$ cat src/rtl/rr_arbiter8_pkg.sv
// Shared definitions for the 8-way round-robin arbiter: FSM encoding,
// index width and active-low seven-segment patterns {g,f,e,d,c,b,a}.
package rr_arbiter8_pkg;

  localparam int N   = 8;
  localparam int IDW = 3;

  typedef enum logic {
    ST_IDLE  = 1'b0,
    ST_GRANT = 1'b1
  } state_e;

  localparam logic [6:0] SEG_0     = 7'b1000000;
  localparam logic [6:0] SEG_1     = 7'b1111001;
  localparam logic [6:0] SEG_2     = 7'b0100100;
  localparam logic [6:0] SEG_3     = 7'b0110000;
  localparam logic [6:0] SEG_4     = 7'b0011001;
  localparam logic [6:0] SEG_5     = 7'b0010010;
  localparam logic [6:0] SEG_6     = 7'b0000010;
  localparam logic [6:0] SEG_7     = 7'b1111000;
  localparam logic [6:0] SEG_BLANK = 7'b1111111;

endpackage

$ cat src/rtl/rr_pick.sv
// Round-robin winner search: rotate req so index last+1 sits at bit 0,
// take the lowest set bit, then add the rotation back.
module rr_pick
  import rr_arbiter8_pkg::*;
(
  input  logic [N-1:0]   req,
  input  logic [IDW-1:0] last,
  output logic [IDW-1:0] win,
  output logic           any
);

  logic [IDW-1:0] start;
  logic [2*N-1:0] dbl;
  logic [N-1:0]   rot;
  logic [IDW-1:0] pos;

  assign start = last + 3'd1;
  assign dbl   = {req, req} >> start;
  assign rot   = dbl[N-1:0];

  // NOTE: pos gets a default before the loop so this stays purely
  // combinational; walking downward lets the lowest set index win.
  always_comb begin
    pos = '0;
    for (int i = N - 1; i >= 0; i--) begin
      if (rot[i]) pos = IDW'(i);
    end
  end

  assign win = pos + start;
  assign any = |req;

endmodule

$ cat src/rtl/rr_arbiter8.sv
// 8-requester round-robin arbiter with per-grant hold timeout, registered
// one-hot grant, grant index and seven-segment display of the owner.
module rr_arbiter8
  import rr_arbiter8_pkg::*;
#(
  parameter int unsigned MAX_HOLD = 16
) (
  input  logic         clk,
  input  logic         rst,
  input  logic         en,
  input  logic [7:0]   req,
  input  logic         done,
  output logic [7:0]   gnt,
  output logic [2:0]   gnt_id,
  output logic         gnt_valid,
  output logic         timeout,
  output logic [6:0]   hex
);

  localparam int CW = (MAX_HOLD > 1) ? $clog2(MAX_HOLD) : 1;
  localparam logic [CW-1:0] HOLD_LAST = CW'(MAX_HOLD - 1);

  state_e         state_q, state_d;
  logic [IDW-1:0] last_q, last_d;
  logic [CW-1:0]  hold_q, hold_d;
  logic [N-1:0]   gnt_q, gnt_d;
  logic [IDW-1:0] gnt_id_q, gnt_id_d;
  logic [6:0]     hex_q, hex_d;
  logic           timeout_q, timeout_d;

  logic [N-1:0]   pick_req;
  logic [IDW-1:0] pick_win;
  logic           pick_any;
  logic [6:0]     win_seg;
  logic           hold_limit;
  logic           release_now;

  // The current owner is masked out so a release always hands off to someone else.
  assign pick_req = (state_q == ST_GRANT) ? (req & ~gnt_q) : req;

  rr_pick u_pick (
    .req  (pick_req),
    .last (last_q),
    .win  (pick_win),
    .any  (pick_any)
  );

  always_comb begin
    win_seg = SEG_BLANK;
    case (pick_win)
      3'd0: win_seg = SEG_0;
      3'd1: win_seg = SEG_1;
      3'd2: win_seg = SEG_2;
      3'd3: win_seg = SEG_3;
      3'd4: win_seg = SEG_4;
      3'd5: win_seg = SEG_5;
      3'd6: win_seg = SEG_6;
      3'd7: win_seg = SEG_7;
      default: win_seg = SEG_BLANK;
    endcase
  end

  assign hold_limit  = (state_q == ST_GRANT) && (hold_q == HOLD_LAST);
  assign release_now = !req[gnt_id_q] || done || hold_limit || !en;

  always_comb begin
    state_d   = state_q;
    last_d    = last_q;
    hold_d    = hold_q;
    gnt_d     = gnt_q;
    gnt_id_d  = gnt_id_q;
    hex_d     = hex_q;
    timeout_d = hold_limit;

    if (state_q == ST_GRANT && !release_now) begin
      hold_d = hold_q + 1'b1;
    end else if (en && pick_any) begin
      // New grant, either from idle or as a gap-free handoff.
      state_d  = ST_GRANT;
      last_d   = pick_win;
      hold_d   = '0;
      gnt_d    = 8'b1 << pick_win;
      gnt_id_d = pick_win;
      hex_d    = win_seg;
    end else begin
      state_d  = ST_IDLE;
      hold_d   = '0;
      gnt_d    = '0;
      gnt_id_d = '0;
      hex_d    = SEG_BLANK;
    end
  end

  // NOTE: registers use non-blocking assignments only; blocking stays in always_comb.
  always_ff @(posedge clk) begin
    if (rst) begin
      state_q   <= ST_IDLE;
      last_q    <= 3'd7;
      hold_q    <= '0;
      gnt_q     <= '0;
      gnt_id_q  <= '0;
      hex_q     <= SEG_BLANK;
      timeout_q <= 1'b0;
    end else begin
      state_q   <= state_d;
      last_q    <= last_d;
      hold_q    <= hold_d;
      gnt_q     <= gnt_d;
      gnt_id_q  <= gnt_id_d;
      hex_q     <= hex_d;
      timeout_q <= timeout_d;
    end
  end

  assign gnt       = gnt_q;
  assign gnt_id    = gnt_id_q;
  assign gnt_valid = |gnt_q;
  assign timeout   = timeout_q;
  assign hex       = hex_q;

endmodule

$ cat config.mk
export PLATFORM = sky130hd
export DESIGN_NAME = rr_arbiter8
export DESIGN_NICKNAME = d
export VERILOG_FILES = /design/src/rtl/rr_arbiter8_pkg.sv /design/src/rtl/rr_pick.sv /design/src/rtl/rr_arbiter8.sv
export SDC_FILE = /design/constraint.sdc
export NUM_CORES = 1
export LEC_CHECK = 0
export CAP_MARGIN = 0
export CORE_ASPECT_RATIO = 0.5
export CORE_MARGIN = 3
export CORE_UTILIZATION = 53
export CTS_CLUSTER_DIAMETER = 60
export CTS_CLUSTER_SIZE = 20
export DETAILED_ROUTE_END_ITERATION = 16
export PLACE_DENSITY = 0.77
export RECOVER_POWER = 50
export SETUP_SLACK_MARGIN = 0.05
export SYNTH_ARGS = -nofsm -noshare
export SYNTH_HDL_FRONTEND = slang
export SYNTH_SLANG_ARGS = --single-unit
$ cat constraint.sdc
create_clock -name clk -period 4.41 [get_ports clk]
set_input_delay 0.882 -clock clk [delete_from_list [all_inputs] [get_ports clk]]
set_output_delay 0.882 -clock clk [all_outputs]
set_load 0.005 [all_outputs]
==> impl_metrics.csv <==
group,metric,value,unit
outcome,status,"finished, final reports clean",
die,rows,14,
critical_path,worstPathRequired,4.57,ns
critical_path,reg2reg_to,"hex[3]",
flow_run,maxCapViolations,0,
clock_tree,cts-root-buf,"clkbuf_8",
placed_design,io_buffers,31,
global_routing,grt_usage,24.0,%
synth,ys_seq_area_share,29.3,%
clock_tree,hold_buffers,0,
sta,post-route-min-period,4.18,ns
detailed_routing,drt_iter0_drc,110,
placed_design,routabilityCongestion,0.905,
global_routing,antenna_found_initial,0,
critical_path,crit_fanout,4,
placed_design,dp_cells,285,
detailed_routing,vias,1780,
die,num_io_pins,32,
final_layout,fin_util,72.6,%
detailed_routing,drc,0,
synth,ys.flop_type,"dfxtp_1",
clock_tree,cts_buffers,3,
critical_path,cp.arrival,4.34,ns
detailed_routing,routed_wl,4.76,mm
die,core_region_area,3150,um^2
sta,finalHoldViolCount,0,
detailed_routing,dr.pass1.iters,6,
sta,rsz0062_at_grt,"no",
worst_hold_path,whs_path_depth,1,
final_layout,nNetsFinal,269,
critical_path,r2r_start,"last_q[0]",
placed_design,dp_hpwl,3.74,mm
sta,worst_pin_slew,0.746,ns
detailed_routing,wl_per_cell,16.5,um
synth,async_reset_ff_share,0,%
synth,synth_cell_types,50,
final_layout,antenna_cells,0,
synth,ys_ff_latch,27,
critical_path,r2r_cells,17,
synth,synth_area_per_cell,8.73,um^2
clock_tree,numClockSinks,27,
die,start_util,58.5,%
global_routing,grt_pass1_vias,1586,
sta,setup-violations-final,0,
final_layout,area_growth,24.2,%
synth,syn_inst,211,
die,die_w,89.4,um
detailed_routing,via_per_inst,6.16,
clock_tree,cts.clk_slew.worst_paths,0.09,ns
final_layout,final_common_cell,"dfxtp_1",
detailed_routing,ant_nets,0,
final_layout,fin_cells,289,
critical_path,end_kind,"flop",
synth,syn-num-nets,230,
clock_tree,cts_max_level,1,
critical_path,endpoint,"hex[3]",
critical_path,r2r_slack,0.59,ns
critical_path,crit_path_start_kind,"input port",
synth,synth_area,1840,um^2
final_layout,most-common-layout-cells,"27 x dfxtp_1, 22 x nand2_1, 21 x dlygate4sd3_1",
worst_hold_path,hp-class,"flop to flop",
critical_path,critPathKind,"input port to flop",
sta,fin_crit_sh,94.7,%
final_layout,final_layout_size_suffix_gt1_share,15.3,%
global_routing,grt_max_degree,18,
synth,yosys_warnings,0,
global_routing,overflow,0,
die,die_h,47.7,um
global_routing,grt_first_pass_wirelength,7.76,mm
clock_tree,clock_latency,0.27,ns
sta,max_freq,239,MHz
sta,setup-tns-final,0,ns
clock_tree,cts_tree,"done",
die,dieArea,4260,um^2
sta,slew_headroom,49.9,%
critical_path,cp-startpoint,"req[4]",
sta,clock_skew,0.00180,ns
sta,finalMaxSlewViolations,0,
synth,synth_edf_count,0,
clock_tree,clockBufferDepth,2,
final_layout,nFillCells,252,
==> critical path, stage by stage <==
cell and delay (ns):
clkdlybuf4s50_1 0.53, a21boi_1 0.26, mux2i_1 0.18, a22oi_1 0.26
nand3_1 0.10, a21boi_0 0.16, o21ai_0 0.08, a21boi_0 0.19
ha_1 0.17, inv_1 0.04, fa_1 0.51, ha_1 0.33
nand2_1 0.05, or4_1 0.41, o41ai_1 0.10, nor3_2 0.08
==> stage by stage <==
step / worst slack [ns] / hold WS (ns) / area, um^2
4_1_cts: 0.259 / 0.463 / 2270
5_1_grt: 0.0588 / 0.486 / 2290
3_3_place_gp: 0.0629 / 0.434 / 2220
6_report: 0.233 / 0.465 / 2290
2_1_floorplan: 0.730 / 0.418 / 1840
3_5_place_dp: -0.0288 / 0.439 / 2220
==> cell usage after synthesis, drive strengths merged (2+ instances only) <==
cell type  instances  area share [%]
clkbuf             2             1.5
a21oi              4             1.1
nand2             25             5.5
xnor2              5             2.8
xor2               2            0.95
dfxtp             27              29
a21boi            10             4.1
nor3b              2            0.81
nor4               4             1.4
mux2               2             1.2
and2               3             1.0
a22oi             17             6.9
or3                3             1.1
o22ai              4             1.4
o21ai             10             2.7
nor3              10             3.3
o32ai              2            0.95
inv               14             2.9
a211o              2            0.95
buf                6             2.0
o41ai              2             1.4
mux2i             12             7.2
ha                 6             4.1
mux4               2             2.4
nand3              9             2.4
nor2              14             3.9
==> logic make-up after synthesis <==
family | Yosys count | share of synthesized area, %
xor+xnor | 7 | 3.73
simple gates | 77 | 23.4
flops | 27 | 29.3
fa+ha+maj | 7 | 5.16
compound gates | 55 | 21.2
mux | 16 | 10.9
buf+inv | 22 | 6.31
==> final cells by class <==
class                           instances  area [um^2]  area share, %
Multi-Input combinational cell        162         1200           52.6
Inverter                               14         52.6           2.30
Clock inverter                          1         8.76          0.383
Clock buffer                            3         41.3           1.80
Sequential cell                        27          541           23.6
Timing Repair Buffer                   42          393           17.2
Tap cell                               40         50.0           2.19
==> registers in the layout (all words and copies together) (netlist names) <==
signal / cells
hex: 7
state_q: 1
hold_q: 4
timeout: 1
gnt: 8
gnt_id: 3
last_q: 3
==> worst min-delay path by stage <==
stage	start	endpoint	slack, ns
after floorplan	hold_q[0]	hold_q[0]	0.42
after global routing	hold_q[0]	hold_q[0]	0.49
final	hold_q[0]	hold_q[0]	0.47
after global placement	hold_q[0]	hold_q[0]	0.43
after CTS	hold_q[0]	hold_q[0]	0.46
after detailed placement	hold_q[0]	hold_q[0]	0.44
==> per-layer routing <==
metal / wire, um / global-route usage, % / up-vias
li1: - / - / 856
met1: 2360 / 36.0 / 849
met2: 2100 / 37.3 / 73
met3: 294 / 4.81 / 2
met4: 5 / 1.78 / 0
met5: 0 / 0 / -
==> repair_timing <==
action                                  CTS  global route
endpoints found under the setup margin    0            12
setup buffers                             0             0
gates resized for setup                   0             6
Power is not shown: default switching activity piles up to over one toggle a cycle in this logic, so the estimate is an artifact.
